--- config.mk ---
export PLATFORM = sky130hd
export DESIGN_NAME = systolic_drain_bf16_flat
export DESIGN_NICKNAME = d
export VERILOG_FILES = /design/src/rtl/systolic_drain_bf16_if.sv /design/src/rtl/systolic_drain_bf16.sv /design/src/flat_wrapper.sv
export SDC_FILE = /design/constraint.sdc
export NUM_CORES = 1
export LEC_CHECK = 0
export BUFFER_PORTS_ARGS = -buffer_cell sky130_fd_sc_hd__buf_4
export CAP_MARGIN = 5
export CELL_PAD_IN_SITES_DETAIL_PLACEMENT = 1
export CELL_PAD_IN_SITES_GLOBAL_PLACEMENT = 2
export CORE_MARGIN = 1.5
export CORE_UTILIZATION = 49
export CTS_BUF_LIST = sky130_fd_sc_hd__clkbuf_8
export CTS_CLUSTER_DIAMETER = 50
export DETAILED_ROUTE_END_ITERATION = 7
export PLACE_DENSITY = 0.89
export SLEW_MARGIN = 40
export SYNTH_ARGS = -nofsm -noshare
export SYNTH_HDL_FRONTEND = slang
export SYNTH_SLANG_ARGS = --single-unit
export TNS_END_PERCENT = 10
--- constraint.sdc ---
create_clock -name clk -period 8.5 [get_ports clk]
set_clock_uncertainty 0.15 [all_clocks]
set_input_delay 2.55 -clock clk [delete_from_list [all_inputs] [get_ports clk]]
set_output_delay 2.55 -clock clk [all_outputs]
set_load 0.05 [all_outputs]
--- src/rtl/systolic_drain_bf16_if.sv ---
`default_nettype none
// ============================================================================
// Module   : systolic_drain_bf16_if
// Purpose  : Bundles the south-edge result stream of the bf16 systolic array
//            drain. It carries the skewed fp32 input side, the bf16 row output
//            stream and the overflow status/clear.
// Ports    : i_valid    column-0 result valid (column-0 timing)
//            i_south    COLS x fp32 psums, lane c = [32c+31:32c]
//            o_valid    FIFO head row available
//            i_ready    consumer accepts head row
//            o_row      COLS x bf16 head row, lane c = [16c+15:16c]
//            o_count    rows held in the FIFO
//            o_overflow sticky row-dropped flag
//            i_clr_ovf  synchronous clear of o_overflow
//            Modport slave is the drain block; modport master is its
//            environment (array edge plus writeback consumer).
// Revision : 1.0  initial release
// ============================================================================
interface systolic_drain_bf16_if #(
   parameter int COLS  = 4,
   parameter int DEPTH = 4
);
   localparam int CW = $clog2(DEPTH) + 1;

   logic                 i_valid;
   logic [COLS*32-1:0]   i_south;
   logic                 o_valid;
   logic                 i_ready;
   logic [COLS*16-1:0]   o_row;
   logic [CW-1:0]        o_count;
   logic                 o_overflow;
   logic                 i_clr_ovf;

   modport master (
      output i_valid, i_south, i_ready, i_clr_ovf,
      input  o_valid, o_row, o_count, o_overflow
   );

   modport slave (
      input  i_valid, i_south, i_ready, i_clr_ovf,
      output o_valid, o_row, o_count, o_overflow
   );
endinterface
`default_nettype wire

--- src/rtl/systolic_drain_bf16.sv ---
`default_nettype none
// ============================================================================
// Module   : systolic_drain_bf16
// Purpose  : South-edge result collector for the weight-stationary bf16
//            systolic array. Re-aligns the skewed fp32 partial sums, rounds
//            each lane to bf16 (round-to-nearest-even, quiet NaN), and buffers
//            whole rows in a FIFO drained over a valid/ready stream. The array
//            cannot stall, so a row arriving at a full FIFO is dropped and a
//            sticky overflow flag is raised.
// Ports    : clk    rising-edge clock
//            reset  asynchronous, active-low reset
//            bus    systolic_drain_bf16_if.slave (stream in/out, status)
// Params   : COLS   result lanes (>=1)
//            DEPTH  FIFO depth in rows (power of two, >=2)
// Latency  : i_valid in cycle t0 -> o_valid in cycle t0+COLS+1 (empty FIFO)
// Revision : 1.0  initial release
// ============================================================================
module systolic_drain_bf16 #(
   parameter int COLS  = 4,
   parameter int DEPTH = 4
) (
   input  logic                 clk,
   input  logic                 reset,
   systolic_drain_bf16_if.slave bus
);

   localparam int AW = $clog2(DEPTH);
   localparam int CW = AW + 1;
   localparam int RW = COLS * 16;
   localparam logic [CW-1:0] c_DEPTH = CW'(DEPTH);

   // -------------------------------------------------------------------------
   // fp32 -> bf16, round to nearest even. NaNs are replaced by a canonical
   // quiet NaN keeping the sign; everything else (Inf, zero, subnormals) goes
   // through the plain rounding add, whose carry may legitimately ripple into
   // the exponent (max finite -> Inf).
   // -------------------------------------------------------------------------
   function automatic logic [15:0] f_rne(input logic [31:0] x);
      logic w_nan;
      logic w_inc;
      w_nan = (x[30:23] == 8'hFF) && (x[22:0] != 23'd0);
      w_inc = x[15] & (x[16] | (|x[14:0]));
      if (w_nan) begin
         f_rne = {x[31], 8'hFF, 7'h40};
      end else begin
         f_rne = x[31:16] + {15'd0, w_inc};
      end
   endfunction

   // -------------------------------------------------------------------------
   // Deskew: the valid travels with column 0, so it needs the longest delay
   // (COLS-1); lane c arrives c cycles late and is delayed COLS-1-c cycles.
   // -------------------------------------------------------------------------
   logic             w_aln_valid;
   logic [COLS*32-1:0] w_aln_data;

   if (COLS > 1) begin : g_vdly
      logic [COLS-2:0] r_vsr;
      always_ff @(posedge clk or negedge reset) begin
         if (!reset) begin
            r_vsr <= '0;
         end else begin
            r_vsr[0] <= bus.i_valid;
            for (int k = 1; k < COLS - 1; k++) begin
               r_vsr[k] <= r_vsr[k-1];
            end
         end
      end
      assign w_aln_valid = r_vsr[COLS-2];
   end else begin : g_vnodly
      assign w_aln_valid = bus.i_valid;
   end

   for (genvar c = 0; c < COLS; c++) begin : g_lane
      localparam int D = COLS - 1 - c;
      if (D > 0) begin : g_dly
         logic [31:0] r_sr [D];
         always_ff @(posedge clk or negedge reset) begin
            if (!reset) begin
               for (int k = 0; k < D; k++) begin
                  r_sr[k] <= '0;
               end
            end else begin
               r_sr[0] <= bus.i_south[32*c +: 32];
               for (int k = 1; k < D; k++) begin
                  r_sr[k] <= r_sr[k-1];
               end
            end
         end
         assign w_aln_data[32*c +: 32] = r_sr[D-1];
      end else begin : g_nodly
         // Last lane arrives exactly at alignment time.
         assign w_aln_data[32*c +: 32] = bus.i_south[32*c +: 32];
      end
   end

   // -------------------------------------------------------------------------
   // Round stage: one register after alignment.
   // -------------------------------------------------------------------------
   logic [RW-1:0] w_rnd_row;
   logic          r_rnd_valid;
   logic [RW-1:0] r_rnd_row;

   for (genvar c = 0; c < COLS; c++) begin : g_rnd
      assign w_rnd_row[16*c +: 16] = f_rne(w_aln_data[32*c +: 32]);
   end

   always_ff @(posedge clk or negedge reset) begin
      if (!reset) begin
         r_rnd_valid <= 1'b0;
         r_rnd_row   <= '0;
      end else begin
         r_rnd_valid <= w_aln_valid;
         r_rnd_row   <= w_rnd_row;
      end
   end

   // -------------------------------------------------------------------------
   // Row FIFO. o_valid comes only from the registered count, so there is no
   // combinational path from i_ready to o_valid. A pop in the same cycle frees
   // the slot for a push into a full FIFO.
   // -------------------------------------------------------------------------
   logic [RW-1:0] r_mem [DEPTH];
   logic [AW-1:0] r_wptr;
   logic [AW-1:0] r_rptr;
   logic [CW-1:0] r_count;
   logic          r_ovf;

   logic w_nempty;
   logic w_full;
   logic w_pop;
   logic w_push_ok;
   logic w_drop;

   assign w_nempty  = (r_count != '0);
   assign w_full    = (r_count == c_DEPTH);
   assign w_pop     = w_nempty & bus.i_ready;
   assign w_push_ok = r_rnd_valid & (~w_full | w_pop);
   assign w_drop    = r_rnd_valid & w_full & ~w_pop;

   // Storage holds no reset: the read side masks it while the FIFO is empty.
   always_ff @(posedge clk) begin
      if (w_push_ok) begin
         r_mem[r_wptr] <= r_rnd_row;
      end
   end

   always_ff @(posedge clk or negedge reset) begin
      if (!reset) begin
         r_wptr  <= '0;
         r_rptr  <= '0;
         r_count <= '0;
      end else begin
         if (w_push_ok) begin
            r_wptr <= r_wptr + AW'(1);
         end
         if (w_pop) begin
            r_rptr <= r_rptr + AW'(1);
         end
         case ({w_push_ok, w_pop})
            2'b10:   r_count <= r_count + CW'(1);
            2'b01:   r_count <= r_count - CW'(1);
            default: r_count <= r_count;
         endcase
      end
   end

   // Sticky overflow; a new drop wins over a simultaneous clear.
   always_ff @(posedge clk or negedge reset) begin
      if (!reset) begin
         r_ovf <= 1'b0;
      end else if (w_drop) begin
         r_ovf <= 1'b1;
      end else if (bus.i_clr_ovf) begin
         r_ovf <= 1'b0;
      end
   end

   assign bus.o_valid    = w_nempty;
   assign bus.o_row      = w_nempty ? r_mem[r_rptr] : '0;
   assign bus.o_count    = r_count;
   assign bus.o_overflow = r_ovf;

endmodule
`default_nettype wire
--- src/flat_wrapper.sv ---
// flat-port wrapper written by rule: the top's interface ports become plain ports
module systolic_drain_bf16_flat 
#(
   parameter int COLS  = 4,
   parameter int DEPTH = 4
)
  (clk, reset, bus_i_valid, bus_i_south, bus_i_ready, bus_i_clr_ovf, bus_o_valid, bus_o_row, bus_o_count, bus_o_overflow);
  systolic_drain_bf16_if #(.COLS(COLS), .DEPTH(DEPTH)) bus_i ();
  input  logic clk;
  input  logic reset;
  input wire logic [$bits(bus_i.i_valid)-1:0] bus_i_valid;
  input wire logic [$bits(bus_i.i_south)-1:0] bus_i_south;
  input wire logic [$bits(bus_i.i_ready)-1:0] bus_i_ready;
  input wire logic [$bits(bus_i.i_clr_ovf)-1:0] bus_i_clr_ovf;
  output wire logic [$bits(bus_i.o_valid)-1:0] bus_o_valid;
  output wire logic [$bits(bus_i.o_row)-1:0] bus_o_row;
  output wire logic [$bits(bus_i.o_count)-1:0] bus_o_count;
  output wire logic [$bits(bus_i.o_overflow)-1:0] bus_o_overflow;
  assign bus_i.i_valid = bus_i_valid;
  assign bus_i.i_south = bus_i_south;
  assign bus_i.i_ready = bus_i_ready;
  assign bus_i.i_clr_ovf = bus_i_clr_ovf;
  assign bus_o_valid = bus_i.o_valid;
  assign bus_o_row = bus_i.o_row;
  assign bus_o_count = bus_i.o_count;
  assign bus_o_overflow = bus_i.o_overflow;
  systolic_drain_bf16 #(.COLS(COLS), .DEPTH(DEPTH)) u_core (.clk(clk), .reset(reset), .bus(bus_i));
endmodule
==> flow_summary.rst, run 1 <==
.. list-table::
   :header-rows: 1

   * - Metric
     - Value
   * - Setup crit start kind
     - register
   * - Sw power
     - 2.739 mW
   * - Final hold slack
     - 0.1967 ns
   * - Classification of the worst setup path
     - register to output pin
   * - Power density over the cells
     - 350.0 nW/um^2
   * - Setup violation total in the final timing report
     - 0
   * - Length in cells of the worst reg-to-reg path
     - 7
   * - Arithmetic-cell share of the synthesized area counting full adders, half adders and majority gates
     - 0.6562%
   * - Worst-case headroom to the max-slew limit
     - 47.22%
   * - DR WL/cell
     - 21.56 um
   * - Area share of the largest cell type after synthesis
     - 42.00%
   * - Arrival @ worst endpoint
     - 2.86 ns
   * - Clock buffer depth
     - 3
   * - Number of top-level design ports
     - 202
   * - Crit path setup slack, layout
     - 2.942 ns
   * - Most frequent cells after synthesis
     - 268 x sky130_fd_sc_hd__dfrtp_1, 256 x sky130_fd_sc_hd__edfxtp_1, 95 x sky130_fd_sc_hd__and2_1
   * - Largest area contributor in the netlist
     - sky130_fd_sc_hd__edfxtp_1
   * - Tightest Pin Transition
     - 0.7882 ns
   * - Capture point of the worst path
     - bus_o_row[31]
   * - Seq cells post-synth
     - 524
   * - Total power after layout
     - 7.738 mW
   * - Highest clock frequency the design can meet
     - 0.1799 GHz
   * - Number of antenna-violating nets in the routed design
     - 0
   * - Routability Congestion
     - 0.7815
   * - First-pass GRT wire length
     - 60280 um
   * - Clk sinks
     - 524
   * - DIE AREA
     - 38530 sq um
   * - Total count of max-transition violations in the final report
     - 0
   * - Area delta synth->final
     - 20.77%
   * - Layout Cells excl Fill
     - 1782
   * - Aggregate global routing overflow
     - 0
   * - Syn Area/Cell
     - 18.72 sq um
   * - Initial drt markers
     - 528
   * - Worst hold path type
     - register to register
   * - Dominant combinational cell family by area after synthesis
     - multiplexers
   * - Clock input transition at the sequential cells of the worst setup and hold paths
     - 0.06 ns
   * - Clock network power share
     - 26.3%
   * - Tcrit/Tclk final
     - 65.39%
   * - Async SR Flop Fraction
     - 51.15%
   * - Reg2reg start
     - u_core.bus.o_count[2]
   * - Largest net degree at the start of global routing
     - 78
   * - Synthesized-area fraction occupied by ao, oa, aoi and oai cells
     - 1.709%
   * - Register-to-register setup slack
     - 5.86 ns
   * - Net count after synthesis
     - 1120
   * - Count of nets after finishing
     - 1386
   * - Routed via count
     - 9368
   * - Synth Instances
     - 978
   * - Area of the placeable core
     - 36700 sq um
   * - Reg-to-reg critical path endpoint
     - u_core.bus.o_count[2]
   * - Origin of the worst setup path
     - u_core.r_rptr[1]
   * - Initial antenna violation count
     - 2
   * - Total Routing Usage GR
     - 20.93%
   * - Share of total power in sequential cells
     - 41.4%
   * - Cell with the most instances after synthesis
     - sky130_fd_sc_hd__dfrtp_1
   * - Number of hold violations in the final report
     - 0
   * - Combinational fraction of design power
     - 32.2%
   * - H-tree depth
     - 3
   * - Peak ir drop on the vdd network
     - 0.2444 mV
   * - Final wirelength
     - 38430 um
   * - Clock period minus final worst setup slack
     - 5.558 ns
   * - Switching power as a share of total power
     - 35.40%
   * - Number of hold buffers added after cts
     - 0
   * - Leakage component of the power
     - 8.776 nW
   * - # rows
     - 70
   * - Resized Gates After CTS
     - 0
   * - Syn Std Cell Area
     - 18310 sq um
   * - Clock root buffer
     - sky130_fd_sc_hd__clkbuf_8
   * - Part of the Yosys area used for sequential elements
     - 78.63%
   * - Number of warning messages in the yosys log
     - 0
   * - Run status
     - complete, no violations
   * - XOR/XNOR Fraction of Synth Area
     - 2.010%
   * - Via density per instance
     - 5.257
   * - P_int
     - 4.999 mW
   * - Layout cell share with drive strength beyond 1
     - 30.46%
   * - Worst-skew pair later-pin latency
     - 0.64 ns
   * - Unrepaired setup endpoints after global routing
     - false
   * - Dominant register cell in the synthesized netlist
     - sky130_fd_sc_hd__dfrtp_1
   * - DP Cell Count
     - 1627
   * - Cell types with the largest area share after synthesis
     - sky130_fd_sc_hd__edfxtp_1 42%, sky130_fd_sc_hd__dfrtp_1 37%, sky130_fd_sc_hd__mux4_2 7.9%
   * - Die height
     - 196.3 um
   * - CP Max Fanout
     - 39
   * - DRC errors left
     - 0
   * - First-pass detailed-route iteration total
     - 6
   * - Clock tree from TritonCTS
     - built
   * - Number of synthesized flops with an enable pin
     - 256
   * - Fraction of the mapped netlist area in simple logic gates
     - 7.820%
   * - Distinct cell type count after synthesis
     - 46
   * - Multiplexer area fraction after synthesis
     - 7.990%
   * - # Post-CTS Setup Buffers
     - 0
   * - Setup TNS
     - 0 ns
   * - MaxCap Viol Count
     - 0
   * - Number of buffers added on ports
     - 201
   * - Critical Path End Type
     - output pin
   * - Worst slack at placement
     - 3.522 ns
   * - CP Data Required Time
     - 5.80 ns
   * - Dpl hpwl
     - 25430 um
   * - Cts bufs inserted
     - 83
   * - Die boundary width
     - 196.3 um
   * - Number of filler cells placed in the layout
     - 3303
   * - Effective utilization at floorplan
     - 49.88%
   * - Via count of the first global-routing pass
     - 10640
through the flow:
stage	util, %	area (sq um)
global placement	55.22	20260
detailed placement	55.77	20470
global route	60.24	22110
CTS	60.20	22090
floorplan	-	18310
finish	60.24	22110
layout make-up:
cell class / instances / area [sq um] / area share, %
Inverter: 7 / 26.28 / 0.1189
Timing Repair Buffer: 214 / 1749 / 7.912
Multi-Input combinational cell: 414 / 3717 / 16.81
Sequential cell: 524 / 14400 / 65.14
Antenna cell: 1 / 2.502 / 0.01132
Tap cell: 468 / 585.6 / 2.649
Clock buffer: 95 / 1308 / 5.914
Clock inverter: 59 / 317.8 / 1.438
flip-flops by register name, indices dropped and copies added (netlist names):
signal / flops
u_core.bus.o_count: 3
u_core.bus.o_overflow: 1
u_core.g_lane.g_dly.r_sr: 192
u_core.g_vdly.r_vsr: 3
u_core.r_mem: 256
u_core.r_rnd_row: 64
u_core.r_rnd_valid: 1
u_core.r_rptr: 2
u_core.r_wptr: 2
cells in the final DEF (no fill, tap or decap), drive strengths merged, types with 2 or more instances in the layout:
| cell | Yosys | routed |
|---|---|---|
| o2111ai | 3 | 3 |
| and2 | 95 | 95 |
| o21bai | 2 | 2 |
| nand2 | 39 | 39 |
| nand4 | 12 | 12 |
| and3 | 15 | 15 |
| inv | 7 | 48 |
| a31oi | 6 | 6 |
| a21boi | 4 | 4 |
| nor2 | 11 | 11 |
| clkinv | 0 | 17 |
| nor2b | 2 | 2 |
| xnor2 | 22 | 22 |
| xor2 | 20 | 20 |
| and4 | 5 | 5 |
| a21oi | 11 | 11 |
| a41oi | 3 | 3 |
| nor4 | 26 | 26 |
| nand3 | 20 | 20 |
| buf | 18 | 214 |
| mux4 | 64 | 64 |
| nor3b | 3 | 3 |
| clkbuf | 15 | 95 |
| dfrtp | 268 | 268 |
| nand2b | 4 | 4 |
| ha | 8 | 8 |
| o21ai | 15 | 15 |
| nor3 | 10 | 10 |
| nand3b | 4 | 4 |
| edfxtp | 256 | 256 |
layer usage:
| metal | wire [um] | global-route usage (%) | up-vias |
|---|---|---|---|
| li1 | - | - | 4183 |
| met1 | 15300 | 25.85 | 4873 |
| met2 | 20260 | 36.33 | 237 |
| met3 | 1787 | 4.521 | 75 |
| met4 | 1073 | 7.920 | 0 |
| met5 | 0 | 0 | - |
worst max-delay path, stage by stage, from the launching register on:
cell and delay (ns):
sky130_fd_sc_hd__dfrtp_4 0.72, sky130_fd_sc_hd__buf_4 0.63, sky130_fd_sc_hd__mux4_2 0.41, sky130_fd_sc_hd__and2_1 0.20, sky130_fd_sc_hd__buf_4 0.19
worst min path at each step:
stage	startpoint	end	cells after the start	slack [ns]
floorplan	u_core.g_lane[0].g_dly.r_sr[32]	u_core.g_lane[0].g_dly.r_sr[0]	0	0.18
global placement	u_core.g_lane[1].g_dly.r_sr[61]	u_core.g_lane[1].g_dly.r_sr[29]	0	0.18
detailed placement	u_core.g_lane[0].g_dly.r_sr[57]	u_core.g_lane[0].g_dly.r_sr[25]	0	0.19
CTS	u_core.g_lane[1].g_dly.r_sr[61]	u_core.g_lane[1].g_dly.r_sr[29]	0	0.20
global route	u_core.g_lane[1].g_dly.r_sr[52]	u_core.g_lane[1].g_dly.r_sr[20]	0	0.20
finish	u_core.g_lane[0].g_dly.r_sr[39]	u_core.g_lane[0].g_dly.r_sr[7]	0	0.20
logic make-up after synthesis:
group / Yosys count
buffers and inverters: 40
AOI/OAI and AO/OA: 49
DFF: 524
muxes: 66
adders and majority gates: 9
xor gates and xnor gates: 42
and+or+nand+nor: 248
power groups by stage:
stage,Combinational [mW],Clock [mW],Sequential [mW]
after floorplan,1.76,0,3.19
after global placement,2.40,0,3.27
after detailed placement,2.52,0,3.26
after CTS,2.53,2.10,3.21
after global routing,2.63,2.21,3.24
final,2.49,2.04,3.21
No activity file was read; power rests on OpenSTA's default activity.
==> run 2: changes to the inputs <==
- CORE_UTILIZATION: 49 -> 41
- PLACE_DENSITY: 0.89 -> 0.8
- clock period: 8.5 -> 4.8 ns (I/O delays scaled with it)
==> flow_summary.rst, run 2 (synthesis gave the netlist of run 1 again) <==
.. list-table::
   :header-rows: 1

   * - Metric
     - Value
   * - Run status
     - complete, no violations
   * - Initial drt markers
     - 407 (-23%)
   * - H-tree depth
     - 3 (unchanged)
   * - Peak ir drop on the vdd network
     - 0.3808 mV (+56%)
   * - # Post-CTS Setup Buffers
     - 0 (unchanged)
   * - Top cell family by delay on the critical path
     - buffers and inverters
   * - Post-Route Utilization
     - 50.68% (-9.6 points)
   * - Number of hold buffers added after cts
     - 0 (unchanged)
   * - Tcrit/Tclk final
     - 86.06%
   * - Arrival @ worst endpoint
     - 2.54 ns (-0.32 ns)
   * - Die boundary width
     - 214.3 um (+9.2%)
   * - Clk sinks
     - 524 (unchanged)
   * - Clock buffer depth
     - 3 (unchanged)
   * - Worst-skew pair later-pin latency
     - 0.66 ns (+0.02 ns)
   * - Setup violation total in the final timing report
     - 0 (unchanged)
   * - CP Max Fanout
     - 66 (+69%)
   * - Die height
     - 214.3 um (+9.2%)
   * - Maximum cell stage delay along the critical path
     - 0.57 ns (-0.15 ns)
   * - Clock network power share
     - 28.0% (+1.7 points)
   * - DR WL/cell
     - 18.87 um (-12%)
   * - Worst-case headroom to the max-slew limit
     - 52.82% (+5.6 points)
   * - P_int
     - 9.097 mW (+82%)
   * - Routed via count
     - 9153 (-2.3%)
   * - MaxCap Viol Count
     - 0 (unchanged)
   * - First-pass detailed-route iteration total
     - 4 (-2)
   * - Combinational fraction of design power
     - 32.1% (about the same)
   * - Most flops, register
     - u_core.r_mem
   * - Area of the placeable core
     - 44120 sq um (+20%)
   * - First-pass GRT wire length
     - 57320 um (-4.9%)
   * - Resized Gates After CTS
     - 0 (unchanged)
   * - Dpl hpwl
     - 22700 um (-11%)
   * - Total power after layout
     - 13.96 mW (+80%)
   * - Crit path cell chain
     - buf_12, mux4_2, and2_1, buf_4
   * - Sw power
     - 4.868 mW (+78%)
   * - Clock input transition at the sequential cells of the worst setup and hold paths
     - 0.06 ns (about the same)
   * - Total count of max-transition violations in the final report
     - 0 (unchanged)
   * - Classification of the worst setup path
     - register to output pin
   * - Number of filler cells placed in the layout
     - 4228 (+28%)
   * - DP Cell Count
     - 1748 (+7.4%)
   * - Aggregate global routing overflow
     - 0 (unchanged)
   * - Via count of the first global-routing pass
     - 10310 (-3.1%)
   * - Tightest Pin Transition
     - 0.7077 ns (-0.08046 ns)
   * - Routability Congestion
     - 0.7698 (-1.5%)
   * - Final wirelength
     - 36010 um (-6.3%)
   * - CP Data Required Time
     - 3.21 ns (-2.59 ns)
   * - Most frequent cells in the layout
     - 266 x sky130_fd_sc_hd__dfrtp_1, 256 x sky130_fd_sc_hd__edfxtp_1, 202 x sky130_fd_sc_hd__buf_4, 105 x sky130_fd_sc_hd__clkbuf_8, 91 x sky130_fd_sc_hd__and2_1
   * - Crit path setup slack, layout
     - 0.6693 ns (-2.272 ns)
   * - Critical Path End Type
     - output pin
   * - CP Buf/Inv Count
     - 2 (unchanged)
   * - Setup TNS
     - 0 ns (unchanged)
   * - Power density over the cells
     - 624.5 nW/um^2 (+78%)
   * - Share of total power in sequential cells
     - 39.8% (-1.6 points)
   * - Count of nets after finishing
     - 1386 (unchanged)
   * - Unrepaired setup endpoints after global routing
     - false
   * - Worst hold path type
     - register to register
   * - Slowest-stage cell, CP
     - sky130_fd_sc_hd__mux4_2
   * - Worst slack at placement
     - 1.295 ns (-2.227 ns)
   * - Switching power as a share of total power
     - 34.86% (-0.54 points)
   * - Registers with the most flip-flops
     - u_core.r_mem: 256 flops, u_core.g_lane.g_dly.r_sr: 192 flops, u_core.r_rnd_row: 64 flops
   * - Clock tree from TritonCTS
     - built
   * - DIE AREA
     - 45920 sq um (+19%)
   * - Highest clock frequency the design can meet
     - 0.2421 GHz
   * - Number of antenna-violating nets in the routed design
     - 0 (unchanged)
   * - Final hold slack
     - 0.1811 ns (-0.01558 ns)
   * - Leakage component of the power
     - 8.806 nW (+0.34%)
   * - Most common cell after layout, fill and taps aside
     - sky130_fd_sc_hd__dfrtp_1
   * - Cts bufs inserted
     - 86 (+3.6%)
   * - Number of top-level design ports
     - 202 (unchanged)
   * - Area delta synth->final
     - 22.16%
   * - Layout cell share with drive strength beyond 1
     - 31.76% (+1.3 points)
   * - Summed area of non-filler cells in the final layout
     - 22360 sq um (+1.1%)
   * - Via density per instance
     - 4.797 (-8.7%)
   * - Antenna fix cells
     - 0 (-1)
   * - Number of hold violations in the final report
     - 0 (unchanged)
   * - Post-detailed-placement cell area
     - 20560 sq um (+0.46%)
   * - Clock root buffer
     - sky130_fd_sc_hd__clkbuf_8
   * - Setup crit start kind
     - register
   * - Total Routing Usage GR
     - 16.29% (-4.6 points)
   * - Number of buffers added on ports
     - 201 (unchanged)
   * - Clock period minus final worst setup slack
     - 4.131 ns
   * - DRC errors left
     - 0 (unchanged)
   * - # rows
     - 77 (+10%)
   * - Layout Cells excl Fill
     - 1908 (+7.1%)
   * - Number of flip-flops under the largest register name
     - 256 (unchanged)
   * - Initial antenna violation count
     - 1 (-1)
   * - Effective utilization at floorplan
     - 41.48% (-8.4 points)
   * - Largest net degree at the start of global routing
     - 94 (+21%)
[run 2: cell count changes in the layout (fill, tap and decap cells not counted), moves of 3 or more]
| cell | previous run | this run |
|---|---|---|
| sky130_fd_sc_hd__clkbuf_8 | 95 | 105 |
| sky130_fd_sc_hd__clkinv_1 | 12 | 6 |
| sky130_fd_sc_hd__clkinv_2 | 4 | 13 |
| sky130_fd_sc_hd__clkinvlp_4 | 0 | 3 |
| sky130_fd_sc_hd__inv_1 | 41 | 31 |
[run 2: layout make-up]
type | instances | area (sq um) | area share, %
well taps | 592 | 740.7 | 3.312
repair buffers | 211 | 1692 | 7.565
clock inverters | 55 | 347.8 | 1.556
multi-input cells | 414 | 3711 | 16.60
flip-flops and latches | 524 | 14400 | 64.39
inverters | 7 | 26.28 | 0.1175
clock buffers | 105 | 1445 | 6.463
[run 2: path summary, 6_finish.rpt]
check,startpoint,endpoint,slack (ns),cells past startpoint
worst max-delay path,u_core.r_rptr[0],bus_o_row[23],0.67,4
min in group asynchronous,reset,u_core.g_lane[0].g_dly.r_sr[74],0.62,1
worst min-delay path,u_core.g_lane[0].g_dly.r_sr[81],u_core.g_lane[0].g_dly.r_sr[49],0.18,0
worst max register to register,u_core.bus.o_count[2],u_core.bus.o_count[2],2.16,7
max in group asynchronous,reset,u_core.r_rnd_row[45],2.98,2
worst min register to register,u_core.g_lane[0].g_dly.r_sr[81],u_core.g_lane[0].g_dly.r_sr[49],0.18,0
[run 2: per-layer routing]
| metal | up-vias | track usage (%) | routed length, um |
|---|---|---|---|
| met5 | - | 0 | 0 |
| met4 | 0 | 6.948 | 847 |
| li1 | 4195 | - | - |
| met1 | 4693 | 20.40 | 15030 |
| met3 | 63 | 3.532 | 1592 |
| met2 | 202 | 27.49 | 18540 |
[run 2: power by group through the flow]
| stage | registers [mW] | clock network (mW) | logic (mW) |
|---|---|---|---|
| floorplan | 5.64 | 0 | 3.12 |
| global placement | 5.61 | 0 | 4.57 |
| detailed placement | 5.66 | 0 | 4.59 |
| CTS | 5.57 | 4.05 | 4.60 |
| global route | 5.62 | 4.24 | 4.75 |
| finish | 5.56 | 3.92 | 4.49 |
==> run 3: changes to the inputs <==
- CELL_PAD_IN_SITES_DETAIL_PLACEMENT: 1 -> not set
- CELL_PAD_IN_SITES_GLOBAL_PLACEMENT: 2 -> not set
- CORE_UTILIZATION: 41 -> 49
- PLACE_DENSITY: 0.8 -> 0.73
==> flow_summary.rst, run 3 (synthesis gave the netlist of run 1 again) <==
.. list-table::
   :header-rows: 1

   * - Metric
     - Value
   * - Run status
     - complete, no violations
   * - Initial antenna violation count
     - 0 (-1)
   * - Die height
     - 196.3 um (-8.4%)
   * - Clock input transition at the sequential cells of the worst setup and hold paths
     - 0.06 ns (about the same)
   * - Crit path setup slack, layout
     - 0.6644 ns (-0.004926 ns)
   * - CP Max Fanout
     - 25 (-62%)
   * - Number of flip-flops under the largest register name
     - 256 (unchanged)
   * - Met1 Track Usage GR
     - 24.60% (+4.2 points)
   * - Most frequent cells in the layout
     - 266 x sky130_fd_sc_hd__dfrtp_1, 256 x sky130_fd_sc_hd__edfxtp_1, 205 x sky130_fd_sc_hd__buf_4, 92 x sky130_fd_sc_hd__clkbuf_8, 91 x sky130_fd_sc_hd__and2_1
   * - Worst-skew pair later-pin latency
     - 0.60 ns (-0.06 ns)
   * - Area of the placeable core
     - 36700 sq um (-17%)
   * - Resized Gates After CTS
     - 0 (unchanged)
   * - Clock tree from TritonCTS
     - built
   * - Number of antenna-violating nets in the routed design
     - 0 (unchanged)
   * - Worst slack at placement
     - 1.166 ns (-0.1286 ns)
   * - Count of nets after finishing
     - 1381 (-0.36%)
   * - Aggregate global routing overflow
     - 0 (unchanged)
   * - Clk sinks
     - 524 (unchanged)
   * - MaxCap Viol Count
     - 0 (unchanged)
   * - Most used routing layer in global routing
     - met2
   * - Met3 usage in global routing
     - 3.713% (+0.18 points)
   * - Leakage component of the power
     - 8.721 nW (-0.96%)
   * - Tcrit/Tclk final
     - 86.16% (+0.10 points)
   * - Clock period minus final worst setup slack
     - 4.136 ns (+0.004926 ns)
   * - Effective utilization at floorplan
     - 49.88% (+8.4 points)
   * - Total count of max-transition violations in the final report
     - 0 (unchanged)
   * - Largest net degree at the start of global routing
     - 91 (-3.2%)
   * - Number of hold buffers added after cts
     - 0 (unchanged)
   * - Most common cell after layout, fill and taps aside
     - sky130_fd_sc_hd__dfrtp_1
   * - First-pass GRT wire length
     - 53180 um (-7.2%)
   * - Peak ir drop on the vdd network
     - 0.3914 mV (+2.8%)
   * - DR WL/cell
     - 19.09 um (+1.2%)
   * - # Post-CTS Setup Buffers
     - 0 (unchanged)
   * - Slowest-stage cell, CP
     - sky130_fd_sc_hd__dfrtp_4
   * - Number of filler cells placed in the layout
     - 2665 (-37%)
   * - Via count of the first global-routing pass
     - 9823 (-4.7%)
   * - # rows
     - 70 (-9.1%)
   * - Routability Congestion
     - 0.8758 (+14%)
   * - Die boundary width
     - 196.3 um (-8.4%)
   * - Final wirelength
     - 33810 um (-6.1%)
   * - Global-route met2 utilization
     - 29.84% (+2.4 points)
   * - Clock root buffer
     - sky130_fd_sc_hd__clkbuf_8
   * - DRC errors left
     - 0 (unchanged)
   * - Total Routing Usage GR
     - 18.18% (+1.9 points)
   * - Area delta synth->final
     - 19.88%
   * - Number of buffers added on ports
     - 201 (unchanged)
   * - Final hold slack
     - 0.1880 ns (+0.006899 ns)
   * - Clock buffer depth
     - 3 (unchanged)
   * - Setup TNS
     - 0 ns (unchanged)
   * - Antenna fix cells
     - 0 (unchanged)
   * - CP Data Required Time
     - 3.21 ns (about the same)
   * - Maximum cell stage delay along the critical path
     - 0.71 ns (+0.14 ns)
   * - Tightest Pin Transition
     - 0.7587 ns (+0.05099 ns)
   * - Critical Path End Type
     - output pin
   * - Most flops, register
     - u_core.r_mem
   * - Cts bufs inserted
     - 79 (-8.1%)
   * - Number of top-level design ports
     - 202 (unchanged)
   * - Layout cell share with drive strength beyond 1
     - 30.47% (-1.3 points)
   * - First-pass detailed-route iteration total
     - 5 (+1)
   * - Setup violation total in the final timing report
     - 0 (unchanged)
   * - Setup crit start kind
     - register
   * - H-tree depth
     - 3 (unchanged)
   * - Arrival @ worst endpoint
     - 2.55 ns (about the same)
   * - Power density over the cells
     - 614.1 nW/um^2 (-1.7%)
   * - Routed via count
     - 9249 (+1.0%)
   * - Worst-case headroom to the max-slew limit
     - 49.37% (-3.5 points)
   * - Crit path cell chain
     - buf_12, mux4_2, and2_1, buf_4
   * - Post-Route Utilization
     - 59.80% (+9.1 points)
   * - Classification of the worst setup path
     - register to output pin
   * - Registers with the most flip-flops
     - u_core.r_mem: 256 flops, u_core.g_lane.g_dly.r_sr: 192 flops, u_core.r_rnd_row: 64 flops
   * - Unrepaired setup endpoints after global routing
     - false
   * - Highest clock frequency the design can meet
     - 0.2418 GHz (-0.12%)
   * - Register-to-register setup slack
     - 2.15 ns (about the same)
   * - Via density per instance
     - 5.222 (+8.9%)
   * - Number of hold violations in the final report
     - 0 (unchanged)
   * - Dpl hpwl
     - 21000 um (-7.5%)
   * - Initial drt markers
     - 403 (-0.98%)
   * - Worst hold path type
     - register to register
   * - DIE AREA
     - 38530 sq um (-16%)
==> run 3: cell count changes in the layout (fill, tap and decap cells not counted), moves of 3 or more <==
cell,change
sky130_fd_sc_hd__buf_4,+3
sky130_fd_sc_hd__inv_1,+10
sky130_fd_sc_hd__clkbuf_8,-13
sky130_fd_sc_hd__clkinv_2,-3
sky130_fd_sc_hd__clkinv_1,-3
==> run 3: per-layer routing <==
layer | share of wire [%] | vias to the layer above
met2 | 50 | 257
met4 | 1.8 | 0
met5 | 0 | -
li1 | - | 4179
met1 | 43 | 4759
met3 | 4.9 | 54
==> run 3: worst max-delay path: cells and delay by family (launching register included) <==
kind,cells,cell delay [ns]
AND/OR/NAND/NOR,1,0.20
buffers and inverters,2,0.49
flip-flops,1,0.71
multiplexers,1,0.54
==> run 3: power breakdown <==
group / leakage [nW] / internal [mW] / switching (mW) / total, mW
registers: 5.47 / 5.36 / 0.307 / 5.67
logic: 2.33 / 1.58 / 2.80 / 4.38
clock network: 0.922 / 1.81 / 1.61 / 3.42
total: 8.72 / 8.76 / 4.72 / 13.5
==> run 3: path summary, 6_finish.rpt <==
check                                                     start  cells past startpoint                              end
min in group asynchronous                                 reset                      1             u_core.r_rnd_row[47]
worst max-delay path                           u_core.r_rptr[0]                      4                    bus_o_row[27]
worst max register to register            u_core.bus.o_count[0]                      5               u_core.r_mem[3][5]
max in group asynchronous                                 reset                      2  u_core.g_lane[0].g_dly.r_sr[77]
worst min-delay path            u_core.g_lane[1].g_dly.r_sr[55]                      0  u_core.g_lane[1].g_dly.r_sr[23]
worst min register to register  u_core.g_lane[1].g_dly.r_sr[55]                      0  u_core.g_lane[1].g_dly.r_sr[23]
==> run 3: area by class of cell <==
cell class	count	area [sq um]	share of cell area, %
sequential	524	14400	65.63
timing repair buffer	213	1694	7.720
multi-input combinational	414	3705	16.88
clock buffer	92	1266	5.770
tap	468	585.6	2.668
clock inverter	53	266.5	1.214
inverter	7	26.28	0.1197
==> run 3: metrics by stage <==
step                      power, mW  cells  area, sq um
after CTS                     13.69   1771        21940
final                         13.48   1771        21940
after detailed placement      10.22   1626        20410
after global placement        10.16   1626        20410
after floorplan               8.761    978        18310
after global routing          14.09   1771        21940
